--- config.mk ---
export PLATFORM = sky130hd
export DESIGN_NAME = cerr_thresh_ctrl
export DESIGN_NICKNAME = d
export VERILOG_FILES = /design/src/rtl/cerr_thresh_ctrl.sv
export SDC_FILE = /design/constraint.sdc
export NUM_CORES = 1
export LEC_CHECK = 0
export BUFFER_PORTS_ARGS = -buffer_cell sky130_fd_sc_hd__buf_2
export CAP_MARGIN = 40
export CELL_PAD_IN_SITES_DETAIL_PLACEMENT = 0
export CELL_PAD_IN_SITES_GLOBAL_PLACEMENT = 2
export CORE_UTILIZATION = 34
export DETAILED_ROUTE_END_ITERATION = 16
export PLACE_DENSITY = 0.84
export SLEW_MARGIN = 20
export SYNTH_ARGS = -nofsm -noshare
export SYNTH_HDL_FRONTEND = slang
export SYNTH_SLANG_ARGS = --single-unit
--- constraint.sdc ---
create_clock -name bist_clk -period 2.35 [get_ports bist_clk]
set_clock_uncertainty 0.2 [all_clocks]
set_input_delay 0.5875 -clock bist_clk [delete_from_list [all_inputs] [get_ports bist_clk]]
set_output_delay 0.5875 -clock bist_clk [all_outputs]
set_load 0.005 [all_outputs]
--- src/rtl/cerr_thresh_ctrl.sv ---
// Per-channel correctable-error counters with programmable sticky alarm thresholds.
// Thresholds are written through a vld/ack handshake: capture, then a one-cycle ack, then wait for vld low.
module cerr_thresh_ctrl #(
    parameter int unsigned NUM_CH  = 4,
    parameter int unsigned THR_W   = 8,
    parameter int unsigned CH_W    = 2,
    parameter int unsigned DEF_THR = 0
) (
    input  logic                    bist_clk,
    input  logic                    reset_n,
    input  logic                    cerr_threshold_vld,
    input  logic [CH_W-1:0]         cerr_threshold_ch,
    input  logic [THR_W-1:0]        cerr_threshold,
    output logic                    cerr_threshold_ack,
    input  logic [NUM_CH-1:0]       cerr_evt,
    input  logic [NUM_CH-1:0]       cerr_clr,
    output logic [NUM_CH*THR_W-1:0] cerr_count,
    output logic [NUM_CH-1:0]       cerr_over,
    output logic                    cerr_irq
);

    typedef enum logic [1:0] {StIdle, StAck, StHold} state_e;

    state_e             state_q;
    logic               ack_q;
    logic [CH_W-1:0]    wr_ch_q;
    logic [THR_W-1:0]   wr_val_q;
    logic [THR_W-1:0]   thr_q   [NUM_CH];
    logic [THR_W-1:0]   count_q [NUM_CH];
    logic [THR_W-1:0]   count_d [NUM_CH];
    logic [NUM_CH-1:0]  over_q;
    logic [NUM_CH-1:0]  over_d;

    // Threshold lands one edge after capture; an out-of-range channel matches nothing.
    always_ff @(posedge bist_clk or negedge reset_n) begin
        if (!reset_n) begin
            state_q  <= StIdle;
            ack_q    <= 1'b0;
            wr_ch_q  <= '0;
            wr_val_q <= '0;
            for (int i = 0; i < NUM_CH; i++) begin
                thr_q[i] <= THR_W'(DEF_THR);
            end
        end else begin
            ack_q <= 1'b0;
            unique case (state_q)
                StIdle: begin
                    if (cerr_threshold_vld) begin
                        wr_ch_q  <= cerr_threshold_ch;
                        wr_val_q <= cerr_threshold;
                        ack_q    <= 1'b1;
                        state_q  <= StAck;
                    end
                end
                StAck: begin
                    for (int i = 0; i < NUM_CH; i++) begin
                        if (wr_ch_q == CH_W'(i)) begin
                            thr_q[i] <= wr_val_q;
                        end
                    end
                    state_q <= StHold;
                end
                StHold: begin
                    if (!cerr_threshold_vld) begin
                        state_q <= StIdle;
                    end
                end
                default: state_q <= StIdle;
            endcase
        end
    end

    // Alarm compares the post-update count against the currently active threshold.
    always_comb begin
        for (int i = 0; i < NUM_CH; i++) begin
            count_d[i] = count_q[i];
            over_d[i]  = over_q[i];
            if (cerr_clr[i]) begin
                count_d[i] = '0;
                over_d[i]  = 1'b0;
            end else begin
                if (cerr_evt[i] && (count_q[i] != {THR_W{1'b1}})) begin
                    count_d[i] = count_q[i] + THR_W'(1);
                end
                if ((thr_q[i] != '0) && (count_d[i] >= thr_q[i])) begin
                    over_d[i] = 1'b1;
                end
            end
        end
    end

    always_ff @(posedge bist_clk or negedge reset_n) begin
        if (!reset_n) begin
            over_q <= '0;
            for (int i = 0; i < NUM_CH; i++) begin
                count_q[i] <= '0;
            end
        end else begin
            over_q <= over_d;
            for (int i = 0; i < NUM_CH; i++) begin
                count_q[i] <= count_d[i];
            end
        end
    end

    always_comb begin
        cerr_count = '0;
        for (int i = 0; i < NUM_CH; i++) begin
            cerr_count[i*THR_W +: THR_W] = count_q[i];
        end
    end

    assign cerr_threshold_ack = ack_q;
    assign cerr_over          = over_q;
    assign cerr_irq           = |over_q;

endmodule

# Yosys cells after proc, flatten, opt, wreduce, memory -nomap -nowiden
# Cells that the tools add are included.
[classes]
addsub = 4
mux = 25
n_reduce_logical = 25
n_eq_ne = 11
order_cmp = 4
[op_table]
columns = ["cell", "n"]
rows = [
  ["two-way mux 8 bit", 12],
  ["adder 8 x 1 -> 8 bit (second input constant)", 4],
  ["greater-or-equal comparator 8 bit", 4],
  ["inequality test 8 bit (second input constant)", 4],
  ["nonzero test 8 bit", 4],
  ["AND reduction 2 bit", 6],
  ["two-way mux 1 bit", 10],
  ["logical AND 1 bit", 8],
  ["nonzero test 2 bit", 4],
  ["equality test 2 bit (second input constant)", 3],
  ["case mux 2 bit (3 select lines)", 1],
  ["equality test 2 x 1 -> 1 bit (second input constant)", 2],
  ["zero test 2 bit", 2],
  ["two-way mux 2 bit", 2],
  ["inequality test 2 bit (second input constant)", 2],
  ["OR reduction 4 bit", 1],
]
[totals]
input_bits = 21
reg_bits = 81
word_cells = 85

# Depth between registers and ports, before layout
[depth]
ltp_word = 8
mapped_depth = 10
depth_no_buf = 10

# Worst setup path after synthesis
# OpenSTA, ideal clock, no wires.
[synth_path]
path_kind = "reg2reg"
from = "register count_q (netlist bit cerr_count[8])"
to = "register over_q[1], in the netlist cerr_over[1]"
n_path_buf = 0
stages_incl_launch_ff = 10
setup_time_ps = 140
arrival_ps = 2205
period_less_slack_ps = 2545
slack_ps = -195
path_cell_list = "dfrtp_1 ha_1 nand3_1 o21ai_2 mux2_2 ha_1 o211ai_1 o21ai_0 a2111oi_0 a311oi_1"
[synth_via]
elab_chain_cells = 7
elab_cells_between_ends = 8
classes_between = "add/sub: 1; order compare: 1; eq/ne: 1; mux: 2; reduce/logical: 3"
[synth_rtl]
columns = ["item", "line", "text"]
rows = [
  ["from (decl)", "29", "logic [THR_W-1:0] count_q [NUM_CH];"],
  ["from (signal, indexed assignment)", "101", "count_q[i] <= count_d[i];"],
  ["branches (longest 2 deep; another with adder 8 x 1 -> 8 bit)", "n/a", ""],
  ["two-way mux 8 bit (*)", "82", "if (cerr_evt[i] && (count_q[i] != {THR_W{1'b1}})) begin"],
  ["two-way mux 8 bit (*)", "78", "if (cerr_clr[i]) begin"],
  ["greater-or-equal comparator 8 bit (*)", "85", "if ((thr_q[i] != '0) && (count_d[i] >= thr_q[i])) begin"],
  ["logical AND 1 bit (*)", "85", ""],
  ["nonzero test 2 bit (no line) (*)", "n/a", ""],
  ["to (signal assigned)", "99", "over_q <= over_d;"],
  ["to (decl)", "31", "logic [NUM_CH-1:0] over_q;"],
]
# Mark *: on every way between the ends. The select of a mux whose other input is x is not followed.
# A chain may end at the register's enable or synchronous reset.

# Worst setup path after layout
[layout_path]
from = "register count_q (netlist bit cerr_count[9])"
to = "register over_q[1], in the netlist cerr_over[1]"
# The elaborated chain is that of the path after synthesis.

==> reports/summary.txt <==
=====================================================================================
Hold WS                                                                      0.285 ns
Number of warnings reported in the yosys synthesis log                              0
Slew Limit Fails                                                                    0
Count of final setup violators                                                      1
Post-synthesis register bit count                                                  81
CTS tree                                                                         done
DR iter-0 viols                                                                   189
Post-synthesis to final-layout area growth                                      35.2%
Filler Cell Count                                                                1202
Final critical-path setup slack                                            -0.0354 ns
FFs w/ async S/R, synth                                                          1.00
Number of enable-type register cells in the synthesized netlist                     0
Number of max-capacitance violations reported                                       0
Clock Pin Slew Worst Setup and Hold Paths                                     0.06 ns
Synthesized netlist net count                                                     478
Cell occurring most often along the worst timing path                    sky130_fd_sc_hd__ha_4
Time the final worst path needs with I/O delays and setup                     2.39 ns
Worst endpoint required time                                                  2.36 ns
Path type of the worst min-delay path                                       in -> reg
Number of buffers on the longest clock path                                         2
Highest net fanout along the worst path                                             4
Global-route congestion overflow total                                              0
Maximum number of pins on one net before global-route repair                       38
Least-Margin Pin Slew                                                        0.313 ns
First drt pass iteration count                                                      7
Cell area after placement                                                0.00536 mm^2
Clock latency on the worst-skew pair                                          0.33 ns
Most frequent standard cell in the layout excluding fill and tap cells   sky130_fd_sc_hd__dfrtp_1
Die ar.                                                                   0.0135 mm^2
Overall fraction of global-route tracks in use                                  0.168
Root Buffer                                                              sky130_fd_sc_hd__clkbuf_16
CP Capture Type                                                             flip-flop
Via count of the first global-routing pass                                       3577
Post-detailed-route DRC marker count                                                0
Sequential area share after synthesis                                           0.457
Worst-case headroom to the max-slew limit                                       0.791
Total power divided by cell area                                          876 mW/mm^2
WL final                                                                     10600 um
Final weighted congestion in routability-driven placement                       0.771
Core box area                                                             0.0127 mm^2
Sequential standard cell area                                            0.00203 mm^2
Result of the run                                                        finished with violations
Non-Filler Cell Area, Final                                              0.00600 mm^2
Synth Instances                                                                   421
Final period utilization                                                         1.02
Syn avg cell area                                                           10.5 um^2
Failing checks                                                           negative setup slack
Total number of H-tree levels                                                       3
Die Ht                                                                         116 um
Most used cells in the layout excluding fill and tap cells               80 x sky130_fd_sc_hd__dfrtp_1, 58 x sky130_fd_sc_hd__buf_4, 57 x sky130_fd_sc_hd__buf_2
Most used flip-flop cell after synthesis                                 sky130_fd_sc_hd__dfrtp_1
Share of layout cells above drive strength 1                                    0.396
Final ANT Viol Nets                                                                 0
Detail Route met2 WL                                                          5140 um
Multi-input gate area in the final layout                                0.00256 mm^2
Die X                                                                          116 um
Global-route wire length before repair                                       17500 um
Kind of launch point of the worst setup path                                flip-flop
Synth Cell Area                                                          0.00444 mm^2
Number of distinct library cells after synthesis                                   48
Slowest stage cell, crit path                                            sky130_fd_sc_hd__dfrtp_1
Antenna fix cells                                                                   0
RSZ-0062 raised after global routing                                              yes
Sinks on Clock Net                                                                 81
TritonCTS buffer count                                                              9
Post-DP HPWL                                                                  7690 um
Met3 layer wire length in the routed design                                    285 um
Vias per std cell                                                                4.97
Cells along the critical path                                            ha_4, nand3_4, o21ai_4, mux2_4, ha_4, o211ai_1, o21ai_1, a2111oi_1, a311oi_1
Classification of the worst setup path                                     reg -> reg
Endpoints failing hold                                                              0
Crit path largest cell delay                                                  0.40 ns
Top-level port count                                                               59
Count of buffers from port buffering                                               58
Layout Nets                                                                       600
DR vias                                                                          3577
Starting Density                                                                0.350
Highest metal used                                                               met4
Peak supply drop                                                             0.425 mV
Post-DR wirelength/cell                                                       14.8 um
Number of rows in the core area                                                    41
M1 wire length                                                                5010 um
Initial antenna violation count                                                     0
Achievable clock frequency                                                  0.419 GHz
Crit path arrival time                                                        2.39 ns
Leakage component of the power                                                2.91 nW
=====================================================================================
-- registers in the layout, indices dropped and copies added (netlist names) --
name	flops
thr_q	32
cerr_over	4
wr_val_q	8
cerr_count	32
state_q	2
cerr_threshold_ack	1
wr_ch_q	2
-- cells in the mapped netlist, drive strengths merged, types with 6 or more instances --
| library cell | n | area share |
|---|---|---|
| nor3b | 6 | 0.015 |
| dfrtp | 81 | 0.46 |
| nor2b | 17 | 0.024 |
| xor2 | 8 | 0.016 |
| nand2 | 30 | 0.025 |
| mux2 | 31 | 0.079 |
| a21oi | 16 | 0.018 |
| buf | 6 | 0.0082 |
| nand3 | 12 | 0.014 |
| nand4 | 10 | 0.020 |
| nor2 | 28 | 0.024 |
| o21ai | 30 | 0.038 |
| ha | 36 | 0.10 |
| inv | 30 | 0.025 |
| nor3 | 18 | 0.025 |
-- stage by stage --
| step | utilization | setup WS, ns | TNS (ns) | instances | power, mW |
|---|---|---|---|---|---|
| 6_report | 0.474 | -0.0354 | -0.0354 | 720 | 5.26 |
| 3_3_place_gp | 0.423 | -0.152 | -0.466 | 698 | 3.52 |
| 4_1_cts | 0.459 | -0.0194 | -0.0400 | 720 | 5.20 |
| 5_1_grt | 0.474 | -0.208 | -0.431 | 720 | 5.61 |
| 2_1_floorplan | - | -0.0172 | -0.0172 | 421 | 3.04 |
| 3_5_place_dp | 0.423 | -0.204 | -0.633 | 698 | 3.58 |
-- worst paths after layout --
| path | startpoint | to | slack [ns] | cells after the start |
|---|---|---|---|---|
| worst max-delay path | cerr_count[9]$_DFF_PN0_ | cerr_over[1]$_DFFE_PN0P_ | -0.04 | 9 |
| worst min-delay path | cerr_threshold_ch[1] | wr_ch_q[1]$_DFFE_PN0P_ | 0.29 | 2 |
| worst max register to register | cerr_count[9]$_DFF_PN0_ | cerr_over[1]$_DFFE_PN0P_ | -0.04 | 9 |
| worst min register to register | state_q[1]$_DFFE_PN0P_ | state_q[0]$_DFFE_PN0P_ | 0.31 | 1 |
| max in group asynchronous | reset_n | thr_q[28]$_DFFE_PN0P_ | 0.81 | 3 |
| min in group asynchronous | reset_n | cerr_count[17]$_DFF_PN0_ | 0.52 | 2 |
-- cell families (layout without fill, tap and decap cells) --
| group | count (synthesis) | after routing | share of synthesized area |
|---|---|---|---|
| fa+ha+maj | 36 | 36 | 0.101 |
| mux | 31 | 31 | 0.0786 |
| xor+xnor | 11 | 11 | 0.0217 |
| buf+inv | 36 | 163 | 0.0335 |
| compound gates | 79 | 79 | 0.116 |
| flops | 81 | 81 | 0.457 |
| simple gates | 147 | 147 | 0.192 |
-- metal layers --
metal / track usage / vias to the layer above
met1: 0.225 / 1762
met2: 0.277 / 50
met4: 0.0709 / 0
met3: 0.0202 / 12
li1: - / 1753
met5: 0 / -
-- worst max-delay path: cells and delay by family, from the launching register on --
kind | cells | cell delay, ns
flops | 1 | 0.40
compound gates | 5 | 0.82
simple gates | 1 | 0.09
fa+ha+maj | 2 | 0.39
mux | 1 | 0.34
-- report_power, final --
group / switching [mW] / internal [mW]
Sequential: 0.420 / 1.79
Clock: 0.559 / 0.985
Combinational: 0.734 / 0.770
Total: 1.71 / 3.54
-- layout make-up --
class / instances / share of cell area
inverters: 30 / 0.0188
well taps: 172 / 0.0359
multi-input cells: 304 / 0.427
clock inverters: 5 / 0.0129
flip-flops and latches: 81 / 0.338
repair buffers: 117 / 0.125
clock buffers: 11 / 0.0421
-- what timing repair did --
item                                    in CTS  in global routing
endpoints found under the setup margin       4                  4
hold buffers                                 1                  0
pin swaps                                   13                 18
setup buffers                                5                  0
hold endpoints to repair                    21                  0
gates resized for setup                     16                 32
(Power assumes the default switching activity.)
